File: config.mk
export PLATFORM = sky130hd
export DESIGN_NAME = reflet_peripheral_bridge
export DESIGN_NICKNAME = d
export VERILOG_FILES = /design/src/rtl/reflet_peripheral_bridge.sv
export SDC_FILE = /design/constraint.sdc
export NUM_CORES = 1
export LEC_CHECK = 0
export ABC_AREA = 0
export BUFFER_PORTS_ARGS = -buffer_cell sky130_fd_sc_hd__buf_2
export CORE_MARGIN = 2
export CORE_UTILIZATION = 55
export DETAILED_ROUTE_END_ITERATION = 8
export PLACE_DENSITY_LB_ADDON = 0.2
export SYNTH_ARGS = -nofsm -noshare
export SYNTH_HDL_FRONTEND = slang
export SYNTH_SLANG_ARGS = --single-unit
export TNS_END_PERCENT = 10
File: constraint.sdc
create_clock -name clk -period 6.86 [get_ports clk]
set_input_delay 0 -clock clk [delete_from_list [all_inputs] [get_ports clk]]
set_output_delay 0 -clock clk [all_outputs]
set_load 0.02 [all_outputs]
File: src/rtl/reflet_peripheral_bridge.sv
// reflet_peripheral_bridge: serialises a wordsize-bit CPU access into
// wordsize/8 little-endian byte accesses on an 8-bit peripheral bus.
// Optional feature: define REFLET_BRIDGE_BYTE_ACCESS_EN to add the
// cpu_byte_access input (single-byte access, zero-extended read data).
module reflet_peripheral_bridge #(
  parameter int wordsize       = 16,
  parameter int base_addr_size = 16
) (
  input  logic                      clk,
  input  logic                      reset,
`ifdef REFLET_BRIDGE_BYTE_ACCESS_EN
  input  logic                      cpu_byte_access,
`endif
  input  logic                      cpu_req,
  input  logic [base_addr_size-1:0] cpu_addr,
  input  logic [wordsize-1:0]       cpu_data_in,
  input  logic                      cpu_write_en,
  output logic [wordsize-1:0]       cpu_data_out,
  output logic                      cpu_ready,
  output logic                      per_enable,
  output logic [base_addr_size-1:0] per_addr,
  output logic [7:0]                per_data_out,
  input  logic [7:0]                per_data_in,
  output logic                      per_write_en
);

  localparam int unsigned NBYTES = wordsize / 8;
  // Byte index width: enough for the largest legal word (8 bytes).
  localparam int unsigned KW = 3;

  typedef enum logic [1:0] {IDLE, ACCESS, DONE} state_t;

  state_t                    state_q;
  logic [KW-1:0]             k_q;
  logic [base_addr_size-1:0] addr_q;
  logic [wordsize-1:0]       wdata_q;
  logic                      we_q;
  logic [wordsize-1:0]       rdata_q;

  logic [wordsize-1:0]       cpu_data_out_q;
  logic                      cpu_ready_q;
  logic                      per_enable_q;
  logic [base_addr_size-1:0] per_addr_q;
  logic [7:0]                per_data_out_q;
  logic                      per_write_en_q;

`ifdef REFLET_BRIDGE_BYTE_ACCESS_EN
  logic                      byte_acc_q;
`else
  logic                      byte_acc_q;
  assign byte_acc_q = 1'b0;
`endif

  logic [KW-1:0]             last_k_d;
  logic [KW-1:0]             k_d;
  logic [wordsize-1:0]       rdata_d;
  logic [wordsize-1:0]       read_word_d;
  logic [wordsize-1:0]       wshift_d;
  logic [7:0]                per_wdata_d;
  logic [base_addr_size-1:0] per_addr_d;

  // Next-byte address/data and the read word including the byte on the bus now.
  always_comb begin
    last_k_d              = byte_acc_q ? '0 : KW'(NBYTES - 1);
    k_d                   = k_q + 1'b1;
    per_addr_d            = addr_q + base_addr_size'(k_d);
    wshift_d              = wdata_q >> {k_d, 3'b000};
    per_wdata_d           = wshift_d[7:0];
    rdata_d               = rdata_q;
    rdata_d[8*k_q +: 8]   = per_data_in;
    read_word_d           = byte_acc_q ? wordsize'(rdata_d[7:0]) : rdata_d;
  end

  // Control FSM; peripheral outputs are registered one edge ahead of the
  // byte they describe so they are valid for the whole ACCESS cycle.
  always_ff @(posedge clk or negedge reset) begin
    if (!reset) begin
      state_q        <= IDLE;
      k_q            <= '0;
      addr_q         <= '0;
      wdata_q        <= '0;
      we_q           <= 1'b0;
      rdata_q        <= '0;
      cpu_data_out_q <= '0;
      cpu_ready_q    <= 1'b0;
      per_enable_q   <= 1'b0;
      per_addr_q     <= '0;
      per_data_out_q <= '0;
      per_write_en_q <= 1'b0;
`ifdef REFLET_BRIDGE_BYTE_ACCESS_EN
      byte_acc_q     <= 1'b0;
`endif
    end else begin
      case (state_q)
        IDLE: begin
          cpu_ready_q <= 1'b0;
          if (cpu_req) begin
            state_q        <= ACCESS;
            k_q            <= '0;
            addr_q         <= cpu_addr;
            wdata_q        <= cpu_data_in;
            we_q           <= cpu_write_en;
`ifdef REFLET_BRIDGE_BYTE_ACCESS_EN
            byte_acc_q     <= cpu_byte_access;
`endif
            per_enable_q   <= 1'b1;
            per_addr_q     <= cpu_addr;
            per_write_en_q <= cpu_write_en;
            per_data_out_q <= cpu_write_en ? cpu_data_in[7:0] : '0;
          end
        end
        ACCESS: begin
          if (!we_q) begin
            rdata_q <= rdata_d;
          end
          if (k_q == last_k_d) begin
            state_q        <= DONE;
            cpu_ready_q    <= 1'b1;
            per_enable_q   <= 1'b0;
            per_addr_q     <= '0;
            per_data_out_q <= '0;
            per_write_en_q <= 1'b0;
            if (!we_q) begin
              cpu_data_out_q <= read_word_d;
            end
          end else begin
            k_q            <= k_d;
            per_addr_q     <= per_addr_d;
            per_data_out_q <= we_q ? per_wdata_d : '0;
          end
        end
        DONE: begin
          state_q     <= IDLE;
          cpu_ready_q <= 1'b0;
          k_q         <= '0;
        end
        default: begin
          state_q <= IDLE;
        end
      endcase
    end
  end

  assign cpu_data_out = cpu_data_out_q;
  assign cpu_ready    = cpu_ready_q;
  assign per_enable   = per_enable_q;
  assign per_addr     = per_addr_q;
  assign per_data_out = per_data_out_q;
  assign per_write_en = per_write_en_q;

endmodule
# [After elaboration in Yosys (flattened, before gate mapping)]
# Index checks and enable logic that the tools add are counted.
[word_totals] out_inout_bits=43 reg_bits=97 elab_cells=60 in_bits=44
[classes] n_shift=3 n_mux=22 n_bitwise=1 add_sub_neg=3 n_reduce_logical=13 eq_ne=6
[op_table] operator="6-bit negation with 34-bit output" n=1
[op_table] operator="8-bit by 34-bit variable shift with 16-bit output (first input constant)" n=1
[op_table] operator="8-bit by 34-bit indexed part select with 16-bit output" n=1
[op_table] operator="16-bit two-way mux" n=2
[op_table] operator="8-bit two-way mux" n=4
[op_table] operator="16-bit one-hot mux with 2 select lines" n=1
[op_table] operator="16-bit by 3-bit adder with 16-bit output" n=1
[op_table] operator="16-bit bitwise mux" n=1
[op_table] operator="8-bit one-hot mux with 2 select lines" n=1
[op_table] operator="16-bit by 6-bit right shift with 8-bit output" n=1
[op_table] operator="2-bit AND reduction" n=5
[op_table] operator="3-bit one-hot mux with 3 select lines" n=1
[op_table] operator="3-bit AND reduction" n=3
[op_table] operator="3-bit two-way mux" n=2
[op_table] operator="2-bit != test (second input constant)" n=3
[op_table] operator="1-bit one-hot mux with 2 select lines" n=3
[op_table] operator="1-bit two-way mux" n=4
[op_table] operator="2-bit two-way mux" n=2
[op_table] operator="2-bit one-hot mux with 2 select lines" n=1
[op_table] operator="2-bit nonzero test" n=2
[op_table] operator="3-bit by 1-bit adder with 3-bit output (second input constant)" n=1
[op_table] operator="3-bit by 1-bit == test with 1-bit output (second input constant)" n=1
[op_table] operator="3-bit nonzero test" n=1
[op_table] operator="2-bit by 1-bit == test with 1-bit output (second input constant)" n=1
[op_table] operator="4 further kinds" n=4

# [Logic depth before layout (Yosys ltp)]
# Gate-level depths: netlist (run 1).
[depth] word_depth=5 mapped_depth=10 ltp_nobuf=8

# [Worst setup path after synthesis (run 1)]
# OpenSTA, ideal clock, no wires.
[synth_path] path_kind="reg-to-reg" start="reg k_q[0]" end="reg per_addr_q[15] (netlist: per_addr[15])" period_less_slack_ns=2.827 setup_ns=0.127 required_ns=6.733 path_slack_ns=4.033 path_stages_with_launch=10 n_path_buf=1 arrival_time_ns=2.700 cell_sequence="dfrtp_1 > buf_1 > inv_1 > ha_1 > ha_1 > a21o_1 > a21oi_1 > or4_1 > a21oi_1 > o32a_2"
[synth_between] elab_chain_len=4 elab_cells_between_ends=5 cone_classes="2 x add/sub; 1 x eq/ne; 2 x mux"
[synth_lines] element="from (decl)" line="34" source="logic [KW-1:0] k_q;"
[synth_lines] element="from (signal assigned)" line="127" source="k_q <= k_d;"
[synth_lines] element="3-bit by 1-bit adder with 3-bit output" line="65" source="k_d = k_q + 1'b1;"
[synth_lines] element="16-bit by 3-bit adder with 16-bit output" line="66" source="per_addr_d = addr_q + base_addr_size'(k_d);"
[synth_lines] element="16-bit two-way mux *" line="116" source="if (k_q == last_k_d) begin"
[synth_lines] element="16-bit one-hot mux with 2 select lines *" line="94" source="case (state_q)"
[synth_lines] element="to (signal assigned)" line="107" source="per_addr_q <= cpu_addr;"
[synth_lines] element="to (signal assigned)" line="128" source="per_addr_q <= per_addr_d;"
[synth_lines] element="to (decl)" line="43" source="logic [base_addr_size-1:0] per_addr_q;"
# Mark *: on every way between the ends. The rest lies on a longest branch, timed or not.
# A chain may end at the register's enable or synchronous reset.

# [Worst setup path after layout (run 1)]
# Ends and elaborated chain as after synthesis.

==> impl_metrics.ini, run 1 <==
[critical_path]
rrSetupSlack_ns = 3.75
crit_fanout = 15
worstSetupPathType = reg -> reg
worstReg2RegEnd = per_addr[15]$_DFFE_PN0P_
arrival_ns = 3.37
r2r-start = k_q[0]$_DFFE_PN0P_
crit_path_end_kind = flip-flop
crit_path_start_kind = flip-flop
reg2regPathDepth = 8
required_ns = 7.12

[clocking]
clk_latency_ns = 0.37
post_cts_resized = 0
cts-root-buf = clkbuf_8
clockBufferDepth = 2
path_clk_slew_ns = 0.11
htree_levels = 3
cts_setup_buffers = 0
tritoncts = yes
cts.sinks = 97
cts_buffers = 9
cts_hold_buffers = 42

[yosys]
synth_xor_area_share_pct = 2.380
synth_warnings = 0
synth_top_family_by_area = simple AND/OR/NAND/NOR gates
synth_area_um2 = 4415
syn_inst = 444
yosysSeqAreaShare_pct = 54.97
yosysUniqueCellTypes = 38
synthAdderAreaFrac_pct = 2.437
ys_seq_elements = 97
synthMuxAreaShare_pct = 9.521
avgSynthCellArea_um2 = 9.945
synth_compound_area_share_pct = 10.40
yosys.area_share.simple_pct = 17.31
syn_nets = 496

[floorplanning]
die_w_um = 93.60
fp-row-count = 32
core-area_um2 = 7767
die_area_um2 = 8761
initial_utilization_pct = 56.85
die_h_um = 93.60
num_io_pins = 87

[cells_and_area]
n_antenna_cell = 0
nets = 617
seqCellArea_um2 = 2427
fillers = 613
multi_input_area_um2 = 1857
drive_gt1_share_pct = 22.11
area_growth_pct = 25.30

[timing]
rsz0062_at_grt = no
final.min_clock_period_ns = 3.109
relSlewSlack_pct = 42.54
setup_viol = 0
hold_viol = 0
maxSlewViolCount = 0
fin_hold_ws_ns = 0.07840
worst_slew_pin_slew_ns = 0.8598
fin_crit_sh_pct = 45.32
fmax_mhz = 321.6
tns_ns = 0
skew_ns = 0.01412

[hold_path]
hold_path_class = in -> reg
worstHoldEndpoint = per_addr[14]$_DFFE_PN0P_
hold_path_startpoint = cpu_req
holdPathStages = 4

[routing]
ant_nets = 0
wl_um = 9999
wl_per_cell_um = 14.88
drt_iter0_drc = 235
via_per_inst = 5.357
num_vias = 3600
drt-pass1-iter-count = 5
drcViolationCount = 0

[pwr]
ir_drop_uv = 242.2
leakage_nw = 2.785
fin_total_pwr_mw = 2.604
powerDensity_nw_per_um2 = 470.7

[run]
cap_violations = 0

[grt]
grt_pass1_vias = 3580
grt_pass1_wl_um = 16870
gr-total-overflow = 0
gr-usage-all-layers_pct = 24.52
antenna_found_initial = 0
grt_max_degree = 66

[placement]
gp_congestion = 0.8258
dp_hpwl_um = 6510
numPortBuffers = 86

[status]
status = finished, final reports clean
## cells by family (layout without fill, tap and decap cells)
family | Yosys count | after routing
adder cells (fa/ha/maj) | 8 | 8
XOR/XNOR | 12 | 12
AND/OR/NAND/NOR | 182 | 182
flip-flops | 97 | 97
AO/OA/AOI/OAI | 71 | 71
buffers and inverters | 34 | 160
multiplexers | 40 | 40
## power by group
| part | switching [mW] | internal, mW |
|---|---|---|
| clock network | 0.223 | 0.143 |
| registers | 0.203 | 0.851 |
| logic | 0.702 | 0.483 |
| total | 1.13 | 1.48 |
## sequential cells by signal, indices dropped and copies added (netlist names)
name / count
state_q: 2
rdata_q: 16
cpu_data_out: 16
per_enable: 1
we_q: 1
k_q: 3
wdata_q: 16
addr_q: 16
per_data_out: 8
cpu_ready: 1
per_addr: 16
per_write_en: 1
## cell usage after synthesis, drive strengths merged
library cell	count	area [um2]
nand4	3	18.77
nand2	141	531.8
buf	4	18.76
nor3	2	10.01
nor2	12	45.04
xor2	5	43.79
nand4b	1	8.760
xnor2	7	61.31
clkbuf	18	67.56
nor3b	1	7.510
nor2b	3	18.77
a222oi	2	20.02
o21ai	25	125.1
a21oi	9	45.04
or3	1	6.260
dfrtp	97	2427
or2	2	12.52
mux2	16	180.2
nand3	5	25.02
a31oi	1	6.260
and2	2	12.51
mux2i	24	240.2
inv	12	45.04
o21a	8	60.06
a21o	1	7.510
fa	1	20.02
or4	3	22.52
o211ai	21	157.7
nor4b	1	8.760
ha	7	87.58
nand2b	2	12.51
nor4	1	6.260
and4	2	17.52
o32a	2	22.52
o31ai	2	15.01
## final cells by class
| type | count | share of cell area (%) |
|---|---|---|
| clock inverters | 7 | 1.244 |
| clock buffers | 9 | 2.239 |
| inverters | 12 | 0.8141 |
| well taps | 102 | 2.307 |
| flip-flops and latches | 97 | 43.87 |
| repair buffers | 132 | 15.97 |
| multi-input cells | 313 | 33.56 |
## worst max-delay path by stage
stage,cells past startpoint,start,end,slack (ns)
finish,8,k_q[0]$_DFFE_PN0P_,per_addr[15]$_DFFE_PN0P_,3.75
detailed placement,8,k_q[0]$_DFFE_PN0P_,per_addr[15]$_DFFE_PN0P_,3.82
global placement,8,k_q[0]$_DFFE_PN0P_,per_addr[15]$_DFFE_PN0P_,3.89
CTS,8,k_q[0]$_DFFE_PN0P_,per_addr[15]$_DFFE_PN0P_,3.80
floorplan,9,k_q[0]$_DFFE_PN0P_,per_addr[15]$_DFFE_PN0P_,4.03
global route,8,k_q[0]$_DFFE_PN0P_,per_addr[13]$_DFFE_PN0P_,3.58
## critical path: stages, from the launching register on
cell,delay [ns]
dfrtp_1,0.76
inv_1,0.15
ha_1,0.42
ha_1,0.31
a21o_1,0.17
a21oi_1,0.59
or4_1,0.21
a21oi_1,0.06
o32a_2,0.33
## metal layers
layer	up-vias	global-route usage (%)	share of wire (%)
met4	0	8.333	1.4
met3	14	3.304	4.2
met2	96	38.85	47
met5	-	0	0
li1	1749	-	-
met1	1741	35.18	47
## cells in the final DEF, fill, tap and decap left out, types with 2 or more instances in the layout
cell / n
a222oi_1: 2
inv_8: 4
o21a_1: 8
or4_1: 3
mux2i_1: 24
and2_1: 2
nand2_1: 140
xor2_1: 5
dlygate4sd3_1: 42
o211ai_1: 21
nor2_1: 12
nor3_1: 2
a21oi_1: 9
o32a_2: 2
ha_1: 7
clkinvlp_4: 2
nand3_1: 5
xnor2_1: 7
mux2_2: 16
dfrtp_1: 97
nor2b_1: 3
buf_2: 85
and4_1: 2
clkbuf_8: 9
nand2b_1: 2
nand4_1: 3
buf_4: 5
o21ai_0: 25
inv_1: 12
o31ai_1: 2
## metrics by stage
stage / setup slack, ns / area (um2) / instances / utilization, %
2_1_floorplan: 4.033 / 4415 / 444 / -
3_3_place_gp: 3.886 / 4920 / 614 / 63.34
3_5_place_dp: 3.815 / 4920 / 614 / 63.34
4_1_cts: 3.805 / 5533 / 672 / 71.23
5_1_grt: 3.583 / 5533 / 672 / 71.23
6_report: 3.751 / 5533 / 672 / 71.23
(Power assumes the default switching activity.)
==> run 2, diff against run 1 <==
==> constraint.sdc (replaced) <==
create_clock -name clk -period 3.2 [get_ports clk]
set_input_delay 0 -clock clk [delete_from_list [all_inputs] [get_ports clk]]
set_output_delay 0 -clock clk [all_outputs]
set_load 0.02 [all_outputs]
==> run 2 against run 1 <==
Compared with the run above: cell count is 0.60% higher; setup slack worse by 3.3 ns; global-route usage is 0.18 points lower; via count is 0.28% higher.
==> impl_metrics.ini, run 2 (same netlist as run 1, synthesis figures left out) <==
[placement]
placed_cell_area_um2 = 4950
dp_hpwl_um = 6496
numPortBuffers = 86
gp_congestion = 0.8227

[timing]
worst_slew_pin_slew_ns = 0.8463
final.min_clock_period_ns = 2.776
tns_ns = 0
fin_crit_sh_pct = 86.75
rsz0062_at_grt = no
skew_ns = 0.01450
fmax_mhz = 360.2
maxSlewViolCount = 0
relSlewSlack_pct = 43.44
setup_viol = 0
hold_viol = 0

[run]
cap_violations = 0

[clocking]
htree_levels = 3
tritoncts = yes
cts_buffers = 9
clk_latency_ns = 0.37
path_clk_slew_ns = 0.10
cts-root-buf = clkbuf_8
post_cts_resized = 0
clockBufferDepth = 2
cts.sinks = 97

[critical_path]
required_ns = 3.45
crit_path_end_kind = flip-flop
crit_path_start_kind = flip-flop
crit_fanout = 9
arrival_ns = 3.03
setup.worst_path.start = k_q[0]$_DFFE_PN0P_
r2r-start = k_q[0]$_DFFE_PN0P_
worstSetupPathType = reg -> reg

[cells_and_area]
drive_gt1_share_pct = 22.65
mostFrequentLayoutCells = 140 x nand2_1, 97 x dfrtp_1, 85 x buf_2, 42 x dlygate4sd3_1, 25 x o21ai_0
n_antenna_cell = 0
layout_commonest_cell = nand2_1
area_growth_pct = 25.81
fillers = 597
multi_input_area_um2 = 1857
design_area_um2 = 5555
seqCellArea_um2 = 2427
nets = 621

[floorplanning]
num_io_pins = 87
die_h_um = 93.60
fp-row-count = 32
die_area_um2 = 8761
die_w_um = 93.60
initial_utilization_pct = 56.85
core-area_um2 = 7767

[hold_path]
hold_path_class = in -> reg
hold_path_startpoint = cpu_req

[routing]
num_vias = 3610
drt_iter0_drc = 204
wl_um = 10010
drt-pass1-iter-count = 5
ant_nets = 0
wl_per_cell_um = 14.81
via_per_inst = 5.340
drcViolationCount = 0

[grt]
antenna_found_initial = 0
gr-usage-all-layers_pct = 24.34
grt_pass1_vias = 3609
grt_max_degree = 46
grt_pass1_wl_um = 16760
gr-total-overflow = 0

[pwr]
powerDensity_nw_per_um2 = 1003
ir_drop_uv = 536.8
leakage_nw = 2.799

[status]
status = finished, final reports clean
## run 2: what timing repair did
item | in CTS | in global routing
setup endpoints to repair | 0 | 0
buffers inserted | 0 | 0
hold buffers | 42 | 0
hold endpoints to repair | 123 | 0
## run 2: layout make-up
class                      instances  share of cell area, %
sequential                        97                  43.69
multi-input combinational        313                  33.42
timing repair buffer             136                  16.44
tap                              102                  2.297
clock buffer                       9                  2.230
clock inverter                     7                  1.104
inverter                          12                 0.8108
## run 2: path summary, 6_finish.rpt
path                                            end  slack [ns]  cells after the start
setup / recovery           per_addr[13]$_DFFE_PN0P_        0.42                      9
hold / removal             per_addr[14]$_DFFE_PN0P_        0.07                      4
setup reg to reg           per_addr[13]$_DFFE_PN0P_        0.42                      9
hold reg to reg              wdata_q[0]$_DFFE_PN0P_        0.48                      2
max in group asynchronous    rdata_q[0]$_DFFE_PN0P_        2.20                      3
min in group asynchronous  per_addr[11]$_DFFE_PN0P_        0.18                      2
## run 2: metrics by stage
step | utilization, % | total power [mW] | cells | worst slack, ns | hold slack (ns)
6_report | 71.52 | 5.571 | 676 | 0.4240 | 0.06618
5_1_grt | 71.52 | 6.016 | 676 | 0.2512 | 0.07254
4_1_cts | 71.52 | 5.593 | 676 | 0.4259 | 0.04531
3_5_place_dp | 63.72 | 4.797 | 618 | 0.4502 | 0.04396
3_3_place_gp | 63.72 | 4.709 | 618 | 0.5396 | 0.03607
2_1_floorplan | - | 4.011 | 444 | 0.3733 | -0.2956
## run 2: routing by layer
| layer | vias up | global-route usage [%] | routed length [um] |
|---|---|---|---|
| met5 | - | 0 | 0 |
| met4 | 0 | 8.937 | 137 |
| met3 | 12 | 4.915 | 512 |
| met2 | 130 | 36.99 | 4699 |
| met1 | 1722 | 34.90 | 4662 |
| li1 | 1746 | - | - |
## run 2: worst max-delay path, stage by stage (launching register included)
cell     delay, ns
dfrtp_1       0.36
buf_4         0.17
inv_1         0.07
ha_1          0.39
ha_1          0.31
a21o_1        0.15
a21oi_1       0.61
or4_1         0.21
a21oi_1       0.06
o32a_2        0.33
## run 2: power breakdown
| part | internal, mW | switching (mW) | leakage, nW | total, mW |
|---|---|---|---|---|
| combinational | 1.05 | 1.54 | 1.52 | 2.59 |
| sequential | 1.83 | 0.405 | 1.19 | 2.23 |
| clock | 0.296 | 0.455 | 0.0884 | 0.751 |
| total | 3.17 | 2.40 | 2.80 | 5.57 |
